`config.mk`:
```
export PLATFORM = sky130hd
export DESIGN_NAME = interleaver_bank_ctrl
export DESIGN_NICKNAME = d
export VERILOG_FILES = /design/src/rtl/interleaver_bank_ctrl.sv
export SDC_FILE = /design/constraint.sdc
export NUM_CORES = 1
export LEC_CHECK = 0
export CAP_MARGIN = 15
export CORE_MARGIN = 4
export CORE_UTILIZATION = 36
export CTS_CLUSTER_SIZE = 10
export DETAILED_ROUTE_END_ITERATION = 16
export HOLD_SLACK_MARGIN = 0.08
export PLACE_DENSITY_LB_ADDON = 0.08
export SLEW_MARGIN = 10
export SYNTH_ARGS = -nofsm -noshare
export SYNTH_HDL_FRONTEND = slang
export SYNTH_SLANG_ARGS = --single-unit
export TNS_END_PERCENT = 20
```
`constraint.sdc`:
```
create_clock -name clk -period 2.4 [get_ports clk]
set_clock_uncertainty 0.15 [all_clocks]
set_input_delay 0.36 -clock clk [delete_from_list [all_inputs] [get_ports clk]]
set_output_delay 0.36 -clock clk [all_outputs]
set_load 0.1 [all_outputs]
```
`src/rtl/interleaver_bank_ctrl.sv`:
```
`default_nettype none
// ============================================================================
// Module   : interleaver_bank_ctrl
// Brief    : Ping-pong bank sequencer for the block interleaver memory.
//            Fills one bank from the FEC while the other drains to the mapper.
// Revision : 1.0 - initial release
// ============================================================================
module interleaver_bank_ctrl #(
  parameter int NCBPS = 192,
  parameter int IDX_W = $clog2(NCBPS),
  parameter int CNT_W = 16
) (
  input  logic             clk,
  input  logic             resetN,
  input  logic             valid_in,
  output logic             ready_out,
  input  logic             ready_in,
  output logic             valid_out,
  output logic             wr_en,
  output logic             wr_bank,
  output logic [IDX_W-1:0] wr_idx,
  output logic             rd_en,
  output logic             rd_bank,
  output logic [IDX_W-1:0] rd_idx,
  output logic             block_done,
  output logic [CNT_W-1:0] block_cnt
);

  localparam logic [1:0] S_EMPTY = 2'd0;
  localparam logic [1:0] S_FULL  = 2'd1;
  localparam logic [1:0] S_DRAIN = 2'd2;

  localparam logic [IDX_W-1:0] c_last_idx = IDX_W'(NCBPS - 1);
  localparam logic [IDX_W-1:0] c_idx_one  = IDX_W'(1);
  localparam logic [CNT_W-1:0] c_cnt_one  = CNT_W'(1);

  logic [1:0][1:0]   r_state;
  logic              r_wr_bank;
  logic [IDX_W-1:0]  r_wr_idx;
  logic              r_rd_bank;
  logic [IDX_W-1:0]  r_rd_idx;
  logic              r_valid_out;
  logic              r_last;
  logic [CNT_W-1:0]  r_block_cnt;

  logic w_ready;
  logic w_wr_en;
  logic w_wr_last;
  logic w_rd_avail;
  logic w_rd_en;
  logic w_rd_last;
  logic w_deliver;

  assign w_ready    = (r_state[r_wr_bank] == S_EMPTY);
  assign w_wr_en    = valid_in & w_ready;
  assign w_wr_last  = w_wr_en & (r_wr_idx == c_last_idx);
  assign w_rd_avail = (r_state[r_rd_bank] == S_FULL) || (r_state[r_rd_bank] == S_DRAIN);
  // A new read is issued only when the output slot is free or being consumed.
  assign w_rd_en    = w_rd_avail & (~r_valid_out | ready_in);
  assign w_rd_last  = w_rd_en & (r_rd_idx == c_last_idx);
  assign w_deliver  = r_valid_out & ready_in;

  // Write and read banks are never the same bank in one cycle (EMPTY vs non-EMPTY),
  // so both state updates can apply on the same edge without conflict.
  always_ff @(posedge clk or negedge resetN) begin
    if (!resetN) begin
      r_state     <= {S_EMPTY, S_EMPTY};
      r_wr_bank   <= 1'b0;
      r_wr_idx    <= '0;
      r_rd_bank   <= 1'b0;
      r_rd_idx    <= '0;
      r_valid_out <= 1'b0;
      r_last      <= 1'b0;
      r_block_cnt <= '0;
    end else begin
      if (w_wr_en) begin
        if (w_wr_last) begin
          r_state[r_wr_bank] <= S_FULL;
          r_wr_bank          <= ~r_wr_bank;
          r_wr_idx           <= '0;
        end else begin
          r_wr_idx <= r_wr_idx + c_idx_one;
        end
      end

      if (w_rd_en) begin
        r_last <= w_rd_last;
        if (w_rd_last) begin
          r_state[r_rd_bank] <= S_EMPTY;
          r_rd_bank          <= ~r_rd_bank;
          r_rd_idx           <= '0;
        end else begin
          r_state[r_rd_bank] <= S_DRAIN;
          r_rd_idx           <= r_rd_idx + c_idx_one;
        end
      end

      if (w_rd_en) begin
        r_valid_out <= 1'b1;
      end else if (ready_in) begin
        r_valid_out <= 1'b0;
      end

      if (w_deliver & r_last) begin
        r_block_cnt <= r_block_cnt + c_cnt_one;
      end
    end
  end

  assign ready_out  = w_ready;
  assign valid_out  = r_valid_out;
  assign wr_en      = w_wr_en;
  assign wr_bank    = r_wr_bank;
  assign wr_idx     = r_wr_idx;
  assign rd_en      = w_rd_en;
  assign rd_bank    = r_rd_bank;
  assign rd_idx     = r_rd_idx;
  assign block_done = w_deliver & r_last;
  assign block_cnt  = r_block_cnt;

endmodule
`default_nettype wire

```
==> results_dict.tcl <==
set metrics [dict create \
    internal_power_mw 1.51 \
    async_flop_share 1.00 \
    cp_max_fo 6 \
    crit_required_ns 1.89 \
    drt_iter0_drc 67 \
    cts_buffers 5 \
    seq_area_frac_synth 0.517 \
    power.share.sequential 0.312 \
    combPwrFrac 0.509 \
    hpwl_mm 3.14 \
    worstSetupPathType "reg -> out" \
    clk_pin_slew_worst_paths_ns 0.09 \
    status "complete, no violations" \
    area_growth_pct 31.3 \
    grt_overflow 0 \
    synth_cells 182 \
    synth_cell_types 39 \
    fin_tns_setup_ns 0 \
    vias 1534 \
    track_usage 0.138 \
    ys_warn_count 0 \
    grt_pass1_wl_mm 7.04 \
    grt_pass1_vias 1552 \
    placed_area_um2 2410 \
    start_util 0.374 \
    clkSinkCount 40 \
    slowest_stage "dfrtp_1" \
    final_nets 240 \
    holdWs_ns 0.317 \
    dominantRegCellSynth "dfrtp_1" \
    stdcell_count 304 \
    p_leak_nw 1.24 \
    slowest_delay_ns 0.46 \
    grt_antenna_before_repair 0 \
    clockRootBuffer "clkbuf_8" \
    cap_violations 0 \
    htree_levels 2 \
    relSlewSlack 0.658 \
    drv_slew 0 \
    stdcell_area_um2 2540 \
    arrival_ns 1.74 \
    synthesis.area_um2 1930 \
    io_pins 43 \
    holdCritPathClass "in -> async" \
    dr.pass1.iters 4 \
    synth_nets 189 \
    synth_largest_area_cell "dfrtp_1" \
    wl_mm 4.18 \
    wl_per_cell_um 13.7 \
    port_buffers 42 \
    cp_cell_sequence "xnor2_1 > mux2i_1 > nand2_2 > inv_1 > buf_12" \
    final_cell_mix "dfrtp_1, buf_4, nand2_1" \
    min_period_ns 2.25 \
    endpoint_kind "output pin" \
    p_clk_frac 0.178 \
    grt_max_degree 18 \
    diodes 0 \
    synth_edf_count 0 \
    clkLatencyLatePin_ns 0.29 \
    rsz0062_at_grt "false" \
    startpoint_type "flop" \
    routabilityCongestion 0.850 \
    cts_tree "yes" \
    drc_errors 0 \
    yosys.area.top_type_share 0.517 \
    fin_crit_sh 0.940 \
    yosys-top-cells-area "dfrtp_1, xnor2_1, xor2_1" \
    hold_violations 0 \
    viasPerCell 5.05 \
    p_switching_mw 1.66 \
    power.density_nw_per_um2 1250 \
    clk_path_buf_depth 2 \
    synth-seq-cells 40 \
    post_cts_buffers 0 \
    dieArea_um2 6610 \
    worst_pin_slew_ns 0.509 \
    ant_nets 0 \
    dp.cells 295 \
    fmax_mhz 443 \
    dieWidth_um 81.3 \
    drive_above_1_share 0.269 \
    coreArea_um2 5170 \
    rows 26 \
    p_sw_frac 0.522 \
    finalSetupViolations 0 \
    avgSynthCellArea_um2 10.6 \
    vdd_ir_drop_max_mv 0.659 \
    die_h_um 81.3 \
]
## per-stage QoR
stage               power, mW  setup WS (ns)  utilization
global route             3.34        0.00956        0.491
floorplan                2.22         -0.444            -
CTS                      3.20         0.0916        0.491
global placement         2.60          0.219        0.466
detailed placement       2.63          0.189        0.466
finish                   3.17          0.145        0.491
## cells in the mapped netlist (2+ instances only)
library cell   n
mux2i_1        3
nand2_1       19
nor3_1         2
ha_1           3
or4_1          2
nand2b_1       2
clkbuf_1       2
or3_1          2
inv_1          7
nand3_1       12
nand4_1        7
nor4b_2        2
nor2_1         9
o21ai_0       10
o211ai_1       2
nor4_1         2
mux2_2         2
xor2_1        12
dfrtp_1       40
xnor2_1       12
a31oi_1        3
and3_1         6
a21oi_1        3
o31ai_1        3
## critical path, delay by kind of cell, from the launching register on
family	cells	cell delay, ns
flip-flops	1	0.46
AND/OR/NAND/NOR	1	0.15
XOR/XNOR	1	0.17
buffers and inverters	2	0.38
multiplexers	1	0.29
## kinds of logic (layout without fill, tap and decap cells)
group           count (synthesis)  in the layout  synth area share
compound gates                 25             25            0.0802
flops                          40             40             0.517
mux                             7              7            0.0407
fa+ha+maj                       3              3            0.0194
xor+xnor                       24             24             0.109
simple gates                   72             72             0.208
buf+inv                        11             63            0.0259
## registers in the layout, summed over array words and instances, names as in the netlist
signal	count
block_cnt	16
r_last	1
r_state	4
rd_bank	1
rd_idx	8
valid_out	1
wr_bank	1
wr_idx	8
## power groups by stage
stage	clock [mW]	combinational [mW]	sequential, mW
finish	0.565	1.61	0.990
global route	0.617	1.70	1.02
CTS	0.581	1.62	0.992
detailed placement	0	1.62	1.01
global placement	0	1.61	0.997
floorplan	0	0.506	1.72
## per-layer routing
metal,vias up,track usage,part of all wire
met4,0,0.0456,0.013
met3,5,0.0410,0.052
met5,-,0,0
li1,747,-,-
met1,743,0.178,0.47
met2,39,0.220,0.46
## final timing paths
path                       cells after the start       endpoint  slack [ns]          start
max                                            5          rd_en        0.15     r_state[1]
min                                            2   block_cnt[4]        0.32         resetN
max reg2reg                                    5      wr_idx[6]        0.45        wr_bank
min reg2reg                                    1  block_cnt[15]        0.33  block_cnt[15]
max in group asynchronous                      3  block_cnt[13]        1.26         resetN
min in group clk                               1  block_cnt[15]        0.33  block_cnt[15]
## layout make-up
cell class	instances	area (um^2)
Fill cell	487	2630
Sequential cell	40	1000
Multi-Input combinational cell	131	893
Timing Repair Buffer	48	415
Tap cell	70	87.6
Clock buffer	5	68.8
Clock inverter	3	47.5
Inverter	7	26.3
## timing repair
item                                   in CTS  in global routing
endpoints found under the hold margin      11                  0
hold buffers                                1                  0
setup endpoints to repair                   0                  1
resized for setup                           0                  1
Note: power is estimated with default switching activity, not from simulation.
